--- config.mk ---
export PLATFORM = sky130hd
export DESIGN_NAME = xor_gate
export DESIGN_NICKNAME = d
export VERILOG_FILES = /design/src/rtl/xor_gate.sv
export SDC_FILE = /design/constraint.sdc
export NUM_CORES = 1
export LEC_CHECK = 0
export CAP_MARGIN = 20
export CORE_MARGIN = 10
export CORE_UTILIZATION = 59
export CTS_CLUSTER_DIAMETER = 50
export DETAILED_ROUTE_END_ITERATION = 12
export DONT_BUFFER_PORTS = 1
export PLACE_DENSITY = 0.84
export SETUP_SLACK_MARGIN = 0.15
export SYNTH_ARGS = -nofsm -noshare
export SYNTH_HDL_FRONTEND = slang
export SYNTH_SLANG_ARGS = --single-unit
--- constraint.sdc ---
create_clock -name clk -period 1.5 [get_ports clk]
set_input_delay 0.15 -clock clk [delete_from_list [all_inputs] [get_ports clk]]
set_output_delay 0.15 -clock clk [all_outputs]
set_load 0.03 [all_outputs]
--- src/rtl/xor_gate.sv ---
// Registered XOR with a single-entry valid/ready stage and an accepted-pair counter.
// Optional registered parity of the result when XOR_GATE_PARITY_EN is defined.
module xor_gate #(
    parameter int WIDTH = 1,
    parameter int CNT_W = 16
) (
    input  logic             clk,
    input  logic             rst_n,
    input  logic [WIDTH-1:0] in0,
    input  logic [WIDTH-1:0] in1,
    input  logic             in_valid,
    output logic             in_ready,
    output logic [WIDTH-1:0] out,
    output logic             out_valid,
    input  logic             out_ready,
    output logic             out_parity,
    output logic [CNT_W-1:0] xfer_cnt
);

    logic in_xfer;
    logic out_xfer;

    // One entry only: a new pair is taken when the slot is empty or being drained.
    assign in_ready = !out_valid || out_ready;
    assign in_xfer  = in_valid && in_ready;
    assign out_xfer = out_valid && out_ready;

    always_ff @(posedge clk or negedge rst_n) begin
        if (!rst_n) begin
            out       <= '0;
            out_valid <= 1'b0;
        end else if (in_xfer) begin
            out       <= in0 ^ in1;
            out_valid <= 1'b1;
        end else if (out_xfer) begin
            out_valid <= 1'b0;
        end
    end

    always_ff @(posedge clk or negedge rst_n) begin
        if (!rst_n) begin
            xfer_cnt <= '0;
        end else if (in_xfer) begin
            xfer_cnt <= xfer_cnt + CNT_W'(1);
        end
    end

`ifdef XOR_GATE_PARITY_EN
    // Parity is computed from the operands so it lands in the same cycle as out.
    always_ff @(posedge clk or negedge rst_n) begin
        if (!rst_n) begin
            out_parity <= 1'b0;
        end else if (in_xfer) begin
            out_parity <= ^(in0 ^ in1);
        end
    end
`else
    assign out_parity = 1'b0;
`endif

endmodule

==> impl_metrics.csv <==
group,metric,value,unit
run_status,status,"finished clean",
cells_and_area,design_area,1170,um2
die,placementRows,13,
cells_and_area,fin_util,87.5,%
cts,clk_pin_slew,110,ps
sta,finalClockSkew,10.4,ps
global_route,overflow,0,
die,core,1330,um2
drt,ant_nets,0,
cts,htreeDepth,1,
cts,cts_tree,"yes",
global_route,grt_util_met1,12.4,%
die,io_pins,26,
sta,hold_violations,0,
cells_and_area,syn_to_final_growth,38.0,%
die,die_area,3350,um2
sta,rsz0062_at_grt,"yes",
drt,dr.first_iter.drc_count,17,
setup_path,start_kind,"register",
die,die_h,57.9,um
sta,post-route-min-period,1450,ps
cts,cts_root_buf,"clkbuf_4",
global_route,grt_pass1_vias,649,
worst_hold_path,worstHoldPathCells,2,
global_route,met3_usage,5.01,%
cts,clk-insertion-delay-late,310,ps
cells_and_area,final_common_cell,"buf_4",
setup_path,worstPathArrival,1670,ps
setup_path,crit_fanout,5,
cells_and_area,fin_nets,108,
yosys,syn_avg_cell_area,11.6,um2
setup_path,r2r_end,"xfer_cnt[11]",
drt,detail_route.wirelength,2.61,mm
drt,drtPass1Iterations,4,
drt,vias_per_cell,6.04,
sta,hold-worst-slack,38.6,ps
global_route,grt_pass1_wl,3.25,mm
sta,drv_slew,0,
place,gp_congestion,0.772,
drt,drc,0,
cts,cts-buffers-inserted,3,
place,place_hpwl,1.42,mm
yosys,seq_area_frac_synth,53.3,%
yosys,syn_area,846,um2
die,start_util,63.4,%
cells_and_area,final_cells,115,
place,placed_cells,104,
sta,tightest_slew,790,ps
yosys,synth_top_cell_by_area,"dfrtp_1",
worst_hold_path,min-delay-start,"in0",
setup_path,cp-end-kind,"register",
drt,vias,695,
cells_and_area,n_antenna_cell,0,
sta,setup_viol,0,
cells_and_area,final_cell_mix,"buf_4 (21), dfrtp_1 (11), xnor2_1 (9), nand2_1 (8)",
die,die_w,57.9,um
sta,period_share,96.9,%
global_route,grt_usage,12.1,%
global_route,grt_max_degree,19,
setup_path,cp_data_required_time,1720,ps
yosys,synth_fp_nets,80,
setup_path,r2r_cells,6,
sta,maxSlewHeadroom,47.2,%
place,dpl_cell_area,1010,um2
drt,wire_per_inst,22.7,um
cells_and_area,drive_gt1_share,48.0,%
yosys,synth_cells,73,
place,io_buffer_count,0,
power_and_ir_drop,p_per_area,1540,nW/um2
worst_hold_path,min_to,"out",
power_and_ir_drop,leakagePower,0.538,nW
global_route,busiest_layer,"met2",
cts,cts.sinks,18,
yosys,synthDistinctLibCells,23,
yosys,synthTopCellsByArea,"dfrtp_1 (53%), xnor2_1 (9.3%), xor2_1 (7.2%), nand3_1 (3.6%), nand2_1 (3.6%)",
cts,cts_buffer_depth,2,
global_route,gr-usage-met2,21.9,%
power_and_ir_drop,peakVddDrop,1.54,mV
yosys,yosys_warnings,0,
global_route,antenna_found_initial,0,
worst_hold_path,worstHoldPathType,"primary input to register",
setup_path,critPathKind,"register to register",
yosys,yosys_register_bits,18,
yosys,yosys.area.top_type_share,53.3,%
setup_path,r2r_slack,50,ps
setup_path,r2r-start,"xfer_cnt[1]",
flow_run,max_cap_violations,0,
sta,fmax,0.688,GHz
==> layer usage <==
metal	routed length (um)	up-vias
met4	80	0
met3	229	9
met2	1380	43
met5	0	-
li1	-	295
met1	917	348
==> state kept, by name, indices dropped and copies added (netlist names) <==
register and flops:
out_valid 1, out 1, xfer_cnt 16
==> cell families (layout without fill, tap and decap cells) <==
logic type,Yosys count,count (layout),synth area share [%]
fa+ha+maj,1,1,1.48
flops,18,18,53.3
buf+inv,4,31,2.66
compound gates,1,1,0.591
xor+xnor,16,16,16.6
other cells,1,1,0.443
mux,1,1,1.33
simple gates,31,31,23.7
==> worst max-delay path: stages (launching register included) <==
cell and delay (ps):
dfrtp_2 390, buf_4 110, buf_6 130, and3_4 230, nand4_4 160, nor2_4 140, xor2_1 210
==> synthesized netlist by cell type <==
cell type and instances:
and3_1 1, and4_1 1, and4_4 1, buf_4 2, conb_1 1, dfrtp_1 18, ha_1 1, inv_1 1
inv_2 1, mux2_2 1, nand2_1 8, nand2b_1 1, nand3_1 6, nand3_2 1, nand4_1 2, nand4_4 1
nor2_1 6, nor3_1 1, nor4_2 1, nor4b_4 1, o21ai_0 1, xnor2_1 9, xor2_1 7
==> cell type report <==
type,count,area (um2)
Clock buffer,4,36.3
Fill cell,57,166
Inverter,2,7.51
Multi-Input combinational cell,51,447
Sequential cell,18,459
Tap cell,15,18.8
Timing Repair Buffer,25,199
==> worst max path at each step <==
stage | start | end | slack [ps] | cells after the start
finish | xfer_cnt[1] | xfer_cnt[11] | 50 | 6
floorplan | xfer_cnt[0] | xfer_cnt[10] | 10 | 5
global route | xfer_cnt[0] | xfer_cnt[10] | -30 | 5
global placement | xfer_cnt[0] | xfer_cnt[10] | 110 | 5
detailed placement | xfer_cnt[1] | xfer_cnt[10] | 80 | 5
CTS | xfer_cnt[0] | xfer_cnt[10] | 100 | 5
==> what timing repair did <==
action	CTS	global route
pin swaps	5	5
endpoints found under the hold margin	19	1
setup endpoints to repair	9	10
resized for setup	3	10
hold buffers	2	1
setup buffers	2	2
==> stage by stage <==
step                power (W)  TNS (ps)  setup slack, ps
floorplan             0.00114         0             14.2
global placement      0.00133         0              105
detailed placement    0.00135         0             80.8
CTS                   0.00170         0             95.8
global route          0.00187     -51.3            -34.8
finish                0.00180         0             46.5
==> power breakdown <==
part / switching [W] / total (W) / internal, W / leakage, nW
clock network: 0.000158 / 0.000306 / 0.000148 / 0.0210
registers: 0.000151 / 0.000749 / 0.000598 / 0.225
logic: 0.000429 / 0.000748 / 0.000318 / 0.292
(Power assumes the default switching activity.)
